$ cat src/rtl/flappy_pkg.sv
`default_nettype none
// ============================================================================
// Module      : flappy_pkg
// Description : Shared types and constants for the flappy game controller:
//               game state encoding, keycodes and default play-field geometry.
// Revision    : 1.0 - initial release
// ============================================================================
package flappy_pkg;

    // Game state as seen on the HUD port (encoding is externally visible)
    typedef enum logic [1:0] {
        S_IDLE  = 2'd0,
        S_PLAY  = 2'd1,
        S_DYING = 2'd2,
        S_OVER  = 2'd3
    } game_state_t;

    // USB keycodes
    localparam logic [7:0] FLAP_KEY  = 8'h1A;
    localparam logic [7:0] START_KEY = 8'h2C;

    // Play-field geometry defaults, in pixels
    localparam int PIPE_HALF_W  = 20;
    localparam int GAP_HALF     = 50;
    localparam int GROUND_Y     = 440;

    // Frames spent falling before the game-over screen
    localparam int DEATH_FRAMES = 30;

endpackage : flappy_pkg
`default_nettype wire

$ cat src/rtl/bcd_score_counter.sv
`default_nettype none
// ============================================================================
// Module      : bcd_score_counter
// Description : Two-digit BCD counter that increments by one on inc,
//               saturates at 99 and clears synchronously on clear.
// Revision    : 1.0 - initial release
// ============================================================================
module bcd_score_counter (
    input  logic       frame_clk,
    input  logic       Reset_n,
    input  logic       clear,
    input  logic       inc,
    output logic [3:0] tens,
    output logic [3:0] ones
);

    logic [3:0] r_tens;
    logic [3:0] r_ones;
    logic       w_at_max;

    assign w_at_max = (r_tens == 4'd9) && (r_ones == 4'd9);

    // Clear has priority; otherwise count up in BCD and hold at 99
    always_ff @(posedge frame_clk or negedge Reset_n) begin
        if (!Reset_n) begin
            r_tens <= 4'd0;
            r_ones <= 4'd0;
        end else if (clear) begin
            r_tens <= 4'd0;
            r_ones <= 4'd0;
        end else if (inc && !w_at_max) begin
            if (r_ones == 4'd9) begin
                r_ones <= 4'd0;
                r_tens <= r_tens + 4'd1;
            end else begin
                r_ones <= r_ones + 4'd1;
            end
        end
    end

    assign tens = r_tens;
    assign ones = r_ones;

endmodule : bcd_score_counter
`default_nettype wire

$ cat src/rtl/flappy_game_ctrl.sv
`default_nettype none
// ============================================================================
// Module      : flappy_game_ctrl
// Description : Per-frame game controller. Detects bird/pipe/ground/ceiling
//               collisions, counts passed pipes into a BCD score, turns
//               keycodes into one-frame press pulses and sequences the
//               IDLE/PLAY/DYING/OVER game states that gate motion.
// Revision    : 1.0 - initial release
// ============================================================================
module flappy_game_ctrl #(
    parameter int         PIPE_HALF_W  = flappy_pkg::PIPE_HALF_W,
    parameter int         GAP_HALF     = flappy_pkg::GAP_HALF,
    parameter int         GROUND_Y     = flappy_pkg::GROUND_Y,
    parameter logic [7:0] FLAP_KEY     = flappy_pkg::FLAP_KEY,
    parameter logic [7:0] START_KEY    = flappy_pkg::START_KEY,
    parameter int         DEATH_FRAMES = flappy_pkg::DEATH_FRAMES
) (
    input  logic       frame_clk,
    input  logic       Reset_n,
    input  logic [7:0] keycode,
    input  logic [9:0] BirdX,
    input  logic [9:0] BirdY,
    input  logic [9:0] BirdS,
    input  logic [9:0] Pipe0X,
    input  logic [9:0] Pipe1X,
    input  logic [9:0] Pipe2X,
    input  logic [9:0] Pipe0Y,
    input  logic [9:0] Pipe1Y,
    input  logic [9:0] Pipe2Y,
    output logic [1:0] game_state,
    output logic       run_pipes,
    output logic       run_bird,
    output logic       flap,
    output logic [3:0] score_tens,
    output logic [3:0] score_ones,
    output logic       game_over
);

    import flappy_pkg::*;

    localparam int          c_num_pipes  = 3;
    localparam logic [10:0] c_half_w     = 11'(PIPE_HALF_W);
    localparam logic [10:0] c_gap_half   = 11'(GAP_HALF);
    localparam logic [10:0] c_ground_y   = 11'(GROUND_Y);
    localparam int          c_cnt_w      = (DEATH_FRAMES > 1) ? $clog2(DEATH_FRAMES) : 1;
    localparam logic [c_cnt_w-1:0] c_death_last = c_cnt_w'(DEATH_FRAMES - 1);

    // ------------------------------------------------------------------
    // Registers and next-state wires
    // ------------------------------------------------------------------
    game_state_t                r_state;
    game_state_t                w_state_next;
    logic [c_cnt_w-1:0]         r_death_cnt;
    logic [c_cnt_w-1:0]         w_death_cnt_next;
    logic [7:0]                 r_key_prev;
    logic                       r_hit_q;
    logic [c_num_pipes-1:0]     r_passed;
    logic                       r_run_pipes;
    logic                       r_run_bird;
    logic                       r_game_over;
    logic                       r_flap;

    logic                       w_run_pipes_next;
    logic                       w_run_bird_next;
    logic                       w_game_over_next;
    logic                       w_flap_next;

    logic                       w_flap_press;
    logic                       w_start_press;
    logic [c_num_pipes-1:0]     w_pipe_hit;
    logic [c_num_pipes-1:0]     w_pass_new;
    logic [c_num_pipes-1:0]     w_passed_next;
    logic                       w_ground_hit;
    logic                       w_ceiling_hit;
    logic                       w_hit;
    logic                       w_score_inc;
    logic                       w_score_clear;

    // Geometry widened to 11 bits so sums of two 10-bit terms cannot wrap
    logic [10:0]                w_bx;
    logic [10:0]                w_by;
    logic [10:0]                w_bs;
    logic [c_num_pipes-1:0][9:0] w_pipe_x;
    logic [c_num_pipes-1:0][9:0] w_pipe_y;

    assign w_bx     = {1'b0, BirdX};
    assign w_by     = {1'b0, BirdY};
    assign w_bs     = {1'b0, BirdS};
    assign w_pipe_x = {Pipe2X, Pipe1X, Pipe0X};
    assign w_pipe_y = {Pipe2Y, Pipe1Y, Pipe0Y};

    // ------------------------------------------------------------------
    // Key press edges: a held key yields one press only
    // ------------------------------------------------------------------
    assign w_flap_press  = (keycode == FLAP_KEY)  && (r_key_prev != FLAP_KEY);
    assign w_start_press = (keycode == START_KEY) && (r_key_prev != START_KEY);

    // ------------------------------------------------------------------
    // Per-pipe collision and pass detection. Subtractions are rewritten
    // as additions on the other side so no operand goes negative.
    // ------------------------------------------------------------------
    genvar gi;
    generate
        for (gi = 0; gi < c_num_pipes; gi++) begin : g_pipe
            logic [10:0] w_px;
            logic [10:0] w_py;
            logic        w_overlap;
            logic        w_outside_gap;
            logic        w_pass_set;
            logic        w_pass_clr;

            assign w_px = {1'b0, w_pipe_x[gi]};
            assign w_py = {1'b0, w_pipe_y[gi]};

            assign w_overlap = (w_bx + w_bs + c_half_w >= w_px) &&
                               (w_px + c_half_w + w_bs >= w_bx);

            // Above the gap top (BirdY < PipeY-GAP+BirdS) or below its bottom
            assign w_outside_gap = (w_by + c_gap_half < w_py + w_bs) ||
                                   (w_by + w_bs > w_py + c_gap_half);

            assign w_pipe_hit[gi] = w_overlap && w_outside_gap;

            // Pipe's right edge clear of the bird's left edge
            assign w_pass_set = (w_px + c_half_w + w_bs < w_bx);
            // Pipe centre right of the bird again (also catches respawn)
            assign w_pass_clr = (w_px > w_bx);

            assign w_pass_new[gi]    = w_pass_set && !r_passed[gi];
            assign w_passed_next[gi] = w_pass_set || (r_passed[gi] && !w_pass_clr);
        end
    endgenerate

    assign w_ground_hit  = (w_by + w_bs >= c_ground_y);
    assign w_ceiling_hit = (w_by < w_bs);
    assign w_hit         = (|w_pipe_hit) || w_ground_hit || w_ceiling_hit;

    // A hit in the same frame as a pass wins, so both the registered and
    // the current-frame hit block the increment.
    assign w_score_inc   = (|w_pass_new) && (r_state == S_PLAY) && !r_hit_q && !w_hit;
    assign w_score_clear = (w_state_next == S_IDLE);

    // ------------------------------------------------------------------
    // Next-state, death counter and registered-output decode
    // ------------------------------------------------------------------
    always_comb begin
        w_state_next     = r_state;
        w_death_cnt_next = '0;
        case (r_state)
            S_IDLE: begin
                if (w_flap_press) begin
                    w_state_next = S_PLAY;
                end
            end
            S_PLAY: begin
                if (r_hit_q) begin
                    w_state_next = S_DYING;
                end
            end
            S_DYING: begin
                if (r_death_cnt == c_death_last) begin
                    w_state_next = S_OVER;
                end else begin
                    w_death_cnt_next = r_death_cnt + 1'b1;
                end
            end
            S_OVER: begin
                if (w_start_press) begin
                    w_state_next = S_IDLE;
                end
            end
            default: begin
                w_state_next = S_IDLE;
            end
        endcase

        w_run_pipes_next = (w_state_next == S_PLAY);
        w_run_bird_next  = (w_state_next == S_PLAY) || (w_state_next == S_DYING);
        w_game_over_next = (w_state_next == S_OVER);
        w_flap_next      = w_flap_press && ((r_state == S_IDLE) || (r_state == S_PLAY));
    end

    // ------------------------------------------------------------------
    // State, tracking flags and output registers
    // ------------------------------------------------------------------
    always_ff @(posedge frame_clk or negedge Reset_n) begin
        if (!Reset_n) begin
            r_state     <= S_IDLE;
            r_death_cnt <= '0;
            r_key_prev  <= 8'd0;
            r_hit_q     <= 1'b0;
            r_passed    <= '0;
            r_run_pipes <= 1'b0;
            r_run_bird  <= 1'b0;
            r_game_over <= 1'b0;
            r_flap      <= 1'b0;
        end else begin
            r_state     <= w_state_next;
            r_death_cnt <= w_death_cnt_next;
            r_key_prev  <= keycode;
            r_hit_q     <= w_hit;
            r_passed    <= w_passed_next;
            r_run_pipes <= w_run_pipes_next;
            r_run_bird  <= w_run_bird_next;
            r_game_over <= w_game_over_next;
            r_flap      <= w_flap_next;
        end
    end

    bcd_score_counter u_score (
        .frame_clk (frame_clk),
        .Reset_n   (Reset_n),
        .clear     (w_score_clear),
        .inc       (w_score_inc),
        .tens      (score_tens),
        .ones      (score_ones)
    );

    assign game_state = r_state;
    assign run_pipes  = r_run_pipes;
    assign run_bird   = r_run_bird;
    assign game_over  = r_game_over;
    assign flap       = r_flap;

endmodule : flappy_game_ctrl
`default_nettype wire
$ cat config.mk
export PLATFORM = sky130hd
export DESIGN_NAME = flappy_game_ctrl
export DESIGN_NICKNAME = d
export VERILOG_FILES = /design/src/rtl/flappy_pkg.sv /design/src/rtl/bcd_score_counter.sv /design/src/rtl/flappy_game_ctrl.sv
export SDC_FILE = /design/constraint.sdc
export NUM_CORES = 1
export LEC_CHECK = 0
export CAP_MARGIN = 20
export CORE_ASPECT_RATIO = 1.2
export CORE_MARGIN = 4
export CORE_UTILIZATION = 59
export DETAILED_ROUTE_END_ITERATION = 10
export HOLD_SLACK_MARGIN = 0.02
export PLACE_DENSITY = 0.84
export SYNTH_ARGS = -nofsm -noshare
export SYNTH_HDL_FRONTEND = slang
export SYNTH_SLANG_ARGS = --single-unit
$ cat constraint.sdc
create_clock -name frame_clk -period 2.87 [get_ports frame_clk]
set_input_delay 0.574 -clock frame_clk [delete_from_list [all_inputs] [get_ports frame_clk]]
set_output_delay 0.574 -clock frame_clk [all_outputs]
set_load 0.005 [all_outputs]
==> summary.txt, run 1 <==
Run status
  • Status: aborted with a tool error
  • Exit stage: global routing (5_1_grt)
  • First Err: [ERROR GRT-0116] Global routing finished with congestion. Check the congestion regions in the DRC Viewer.

Synth
  • Synthesized Nets: 1477
  • Synthesized area: 0.00916 sq mm
  • Seq/Total Area, Yosys: 8.47%
  • Yosys cell types: 74
  • Largest cells by area after synthesis: ha_1 (39%), dfrtp_1 (8.5%), xnor2_1 (5.4%), inv_1 (5.0%), a21oi_1 (4.5%)
  • Prevailing post-synth register cell: dfrtp_1
  • Post-synth EDFFs: 0
  • Yosys top cell area share: 39.1%
  • Area leader, netlist: ha_1
  • Yosys warns: 0
  • FF+latch count, synth: 31
  • Synth Instances: 1083
  • Syn avg cell area: 8.46 sq um
  • Share of synthesized registers carrying an async set or reset: 100%

Place
  • Input/output buffers: 113
  • Detailed Place HPWL: 28000 microns
  • Final Wtd Congestion: 0.985

Floorplanning
  • Site Rows: 49
  • I/O pin count: 114
  • Die width: 122 microns
  • Die height: 145 microns
  • Starting Density: 60.7%

GRT
  • Largest net degree at the start of global routing: 32
  • Tot GR Track Use: 62.2%
  • Number of global-route vias before repair: 14200
  • First-pass GRT wire length: 81200 microns
  • GRT overflow: 3

Clock network
  • H-tree depth: 2
  • CTS sink cnt: 31
  • Cts bufs inserted: 5
  • Bufs on Longest Clock Path: 2
  • Cts hold-fix bufs: 0
  • Root Buffer: clkbuf_16
-- kinds of logic after synthesis --
| kind of cell | synth area share (%) |
|---|---|
| AOI/OAI and AO/OA | 21.7 |
| xor gates and xnor gates | 8.51 |
| adders and majority gates | 40.9 |
| buffers and inverters | 5.12 |
| DFF | 8.47 |
| muxes | 0.724 |
| and+or+nand+nor | 14.5 |
-- metal layers --
metal  track usage (%)  overflow
met4              66.4         1
met3              41.8         0
met5              8.52         0
met2              86.0         2
met1              57.9         0
-- Yosys cell counts, drive strengths merged (7+ instances only) --
master	number
fa	8
o211ai	16
o21ai	41
a21oi	82
nand2b	23
o21bai	20
nand2	42
a21o	39
xor2	32
o21a	20
ha	286
nor2	51
or3	8
and3	12
dfrtp	31
inv	121
a211oi	15
nor3	7
nor2b	25
a2111oi	7
xnor2	57
nand4	19
nand3	32
-- stage by stage --
| step | util, % | instance area, sq um | TNS, ns | worst slack, ns | instances |
|---|---|---|---|---|---|
| detailed placement | 86.2 | 13000 | -26.28 | -2.67 | 1697 |
| CTS | 93.3 | 14100 | -16.66 | -1.74 | 1757 |
| floorplan | - | 9370 | -13.76 | -1.62 | 1083 |
| global placement | 86.2 | 13000 | -23.63 | -2.35 | 1697 |
-- what timing repair did --
action	in CTS
setup buffers	52
gates resized for setup	163
endpoints found under the setup margin	12
pin swaps	99
==> run 2: changes to the inputs <==
--- a/config.mk
+++ b/config.mk
@@ -6,12 +6,10 @@
 export NUM_CORES = 1
 export LEC_CHECK = 0
 export CAP_MARGIN = 20
-export CORE_ASPECT_RATIO = 1.2
 export CORE_MARGIN = 4
-export CORE_UTILIZATION = 59
+export CORE_UTILIZATION = 40
 export DETAILED_ROUTE_END_ITERATION = 10
-export HOLD_SLACK_MARGIN = 0.02
-export PLACE_DENSITY = 0.84
+export PLACE_DENSITY_LB_ADDON = 0.15
 export SYNTH_ARGS = -nofsm -noshare
 export SYNTH_HDL_FRONTEND = slang
 export SYNTH_SLANG_ARGS = --single-unit
==> run 2 against run 1 <==
Synthesized cell count unchanged. Synthesized area unchanged. The flow now finishes, with violations (negative setup slack).
==> summary.txt, run 2 <==
Run status
  • Status: finished with violations
  • Failing checks: negative setup slack

Timing
  • Relative slew slack: 62.8%
  • Worst Tran Pin Value: 0.554 ns
  • RSZ-0062 raised after global routing: yes
  • Worst Skew: 0.00416 ns
  • Fin crit period: 4.51 ns
  • Tcrit/Tclk final: 157%
  • Worst setup margin: -1.64 ns
  • FMAX: 222 MHz
  • Max-slew violations: 0
  • Fin. Hold Viols: 0
  • Final setup vio count: 12

Place
  • Input/output buffers: 113 (unchanged)
  • Dpl ws: -2.46 ns (+0.215 ns)
  • Detailed Place HPWL: 26100 microns (-6.9%)
  • Final Wtd Congestion: 0.923 (-6.3%)

Min path
  • Min-delay src: r_death_cnt[0]$_DFF_PN0_
  • WHS Endpoint: r_death_cnt[0]$_DFF_PN0_
  • Worst min-delay path class: reg2reg
  • Hold depth: 1

GRT
  • Largest net degree at the start of global routing: 32
  • Number of global-route vias before repair: 9655
  • Tot GR Track Use: 23.2%
  • First-pass GRT wire length: 48200 microns
  • GRT overflow: 0
  • Initial antenna violation count: 0

Synth
  • Syn avg cell area: 8.46 sq um (unchanged)
  • Yosys top cell area share: 39.1% (unchanged)
  • Synth Instances: 1083 (unchanged)
  • Post-synth top cells: ha_1 (286), inv_1 (121), a21oi_1 (82)
  • Yosys warns: 0 (unchanged)
  • Prevailing post-synth register cell: dfrtp_1
  • Synthesized area: 0.00916 sq mm (unchanged)
  • Most common cell in the netlist: ha_1
  • Largest cells by area after synthesis: ha_1 (39%), dfrtp_1 (8.5%), xnor2_1 (5.4%), inv_1 (5.0%), a21oi_1 (4.5%)
  • Post-synth EDFFs: 0 (unchanged)
  • Seq/Total Area, Yosys: 8.47% (unchanged)
  • Yosys cell types: 74 (unchanged)
  • Share of synthesized registers carrying an async set or reset: 100% (unchanged)
  • Area leader, netlist: ha_1
  • FF+latch count, synth: 31 (unchanged)
  • Synthesized Nets: 1477 (unchanged)

Clock network
  • CTS tree: built
  • H-tree depth: 2 (unchanged)
  • CTS sink cnt: 31 (unchanged)
  • Skew-Pair Late Insertion Delay: 0.27 ns
  • Worst-path clk slew: 0.05 ns
  • Bufs on Longest Clock Path: 2 (unchanged)
  • Cts hold-fix bufs: 0 (unchanged)
  • Root Buffer: clkbuf_16
  • Cts bufs inserted: 5 (unchanged)

Setup path
  • Worst endpoint required time: 3.07 ns
  • Reg2reg end: u_score.ones[1]$_DFFE_PN0P_
  • CP endpoint kind: register
  • FF-to-FF Start: r_key_prev[0]$_DFF_PN0_
  • Worst path arrival time: 4.71 ns
  • Critical path class: in2reg
  • R2r worst-path depth: 8
  • Worst-path fanout max: 4
  • Worst setup SP type: input port
  • R2r setup slk: 0.25 ns

Run
  • Max-cap violations: 0

Drt
  • Routed length per instance: 16.7 microns
  • Drt via density: 5.27
  • Number of nets with antenna violations after routing: 0
  • Initial drt markers: 525
  • Pre-antenna DRT Iters: 5
  • Drt total wl: 30800 microns
  • Remaining DRCs: 0
  • Vias: 9701

Final layout
  • Biggest regs: r_key_prev (8), r_death_cnt (5)
  • Largest register by flop count: r_key_prev
  • Final core utilization: 64.1%
  • Max reg flops: 8
  • Final net count: 1948
  • Layout cells sized above 1: 34.8%
  • Most frequent cells in the layout: buf_4 (337), ha_1 (249), inv_1 (112)
  • Most common cell after layout, fill and taps aside: buf_4
  • Synthesis-to-layout area growth: 58.0%
  • FILL cells: 1926
  • Antenna diode count: 0

Floorplanning
  • Placeable Area: 0.0226 sq mm
  • Starting Density: 40.6% (-20 points)
  • Die height: 159 microns (+10%)
  • Die width: 159 microns (+31%)
  • Die Area: 0.0254 sq mm
  • I/O pin count: 114 (unchanged)
  • Site Rows: 55 (+12%)

Power and ir drop
  • VDD IR max: 0.000297 V
  • Leakage power: 0.00727 uW
  • PwrDens: 345 mW/mm^2
[run 2: cell counts after synthesis]
Identical to the previous run, type by type.
[run 2: final cells by class]
class                      count  area (sq um)  share of cell area, %
clock buffer                   6           139                  0.960
clock inverter                 2          35.0                  0.242
timing repair buffer         466          3850                   26.6
inverter                     121           464                   3.21
tap                          285           357                   2.46
multi-input combinational    929          8850                   61.1
sequential                    31           776                   5.36
[run 2: stage by stage]
| stage | setup TNS [ns] | instances | hold WS, ns | power [uW] | cell area [sq um] |
|---|---|---|---|---|---|
| 6_report | -15.33 | 1840 | 0.494 | 4990 | 14500 |
| 5_1_grt | -17.42 | 1840 | 0.508 | 5440 | 14500 |
| 4_1_cts | -15.92 | 1826 | 0.495 | 4750 | 14000 |
| 3_5_place_dp | -25.33 | 1787 | 0.487 | 3820 | 13200 |
| 3_3_place_gp | -24.71 | 1787 | 0.482 | 3760 | 13200 |
| 2_1_floorplan | -13.76 | 1083 | 0.278 | 2360 | 9370 |
[run 2: worst max-delay path: stages]
cell and delay (ns):
clkdlybuf4s50_1 0.44, ha_1 0.35, ha_4 0.25, buf_4 0.14, o21ai_0 0.20, o21ai_2 0.12
buf_4 0.15, o21ai_1 0.17, xnor2_1 0.15, buf_4 0.16, buf_4 0.12, ha_1 0.26
o21a_1 0.18, a211oi_2 0.33, a311o_1 0.23, nand4_1 0.21, buf_4 0.20, or3_4 0.32
a21oi_2 0.15
[run 2: layer usage]
layer  vias up  part of all wire [%]  GRT usage, %
li1       4951                     -             -
met4         0                   2.8          5.48
met1      4500                    49          33.6
met3        56                   3.7          1.55
met2       194                    44          37.6
met5         -                     0             0
[run 2: cell families after synthesis]
kind of cell               share of synthesized area (%)
adders and majority gates                           40.9
xor gates and xnor gates                            8.51
muxes                                              0.724
DFF                                                 8.47
buffers and inverters                               5.12
AOI/OAI and AO/OA                                   21.7
and+or+nand+nor                                     14.5
[run 2: where the power goes]
| group | leakage, uW | internal, uW | switching [uW] |
|---|---|---|---|
| registers | 0.000381 | 479 | 48.9 |
| logic | 0.00681 | 2030 | 1820 |
| clock network | 0.0000868 | 431 | 184 |
| total | 0.00727 | 2940 | 2050 |
[run 2: how the worst max path moves through the flow]
stage	start	end	slack (ns)	cells after the start
2_1_floorplan	BirdS[0]	u_score.tens[3]$_DFFE_PN0P_	-1.62	22
3_5_place_dp	BirdS[0]	u_score.tens[3]$_DFFE_PN0P_	-2.46	22
3_3_place_gp	BirdS[2]	u_score.ones[2]$_DFFE_PN0P_	-2.42	19
6_report	BirdX[3]	u_score.ones[0]$_DFFE_PN0P_	-1.64	19
4_1_cts	BirdS[1]	u_score.ones[2]$_DFFE_PN0P_	-1.70	22
5_1_grt	BirdX[2]	u_score.ones[0]$_DFFE_PN0P_	-1.86	23
[run 2: repair_timing]
item                       in CTS  in global routing
setup endpoints to repair      12                 12
pin swaps                      86                 98
resized for setup             144                103
setup buffers                  32                 15
gates cloned                    0                  0
(Power assumes the default switching activity.)
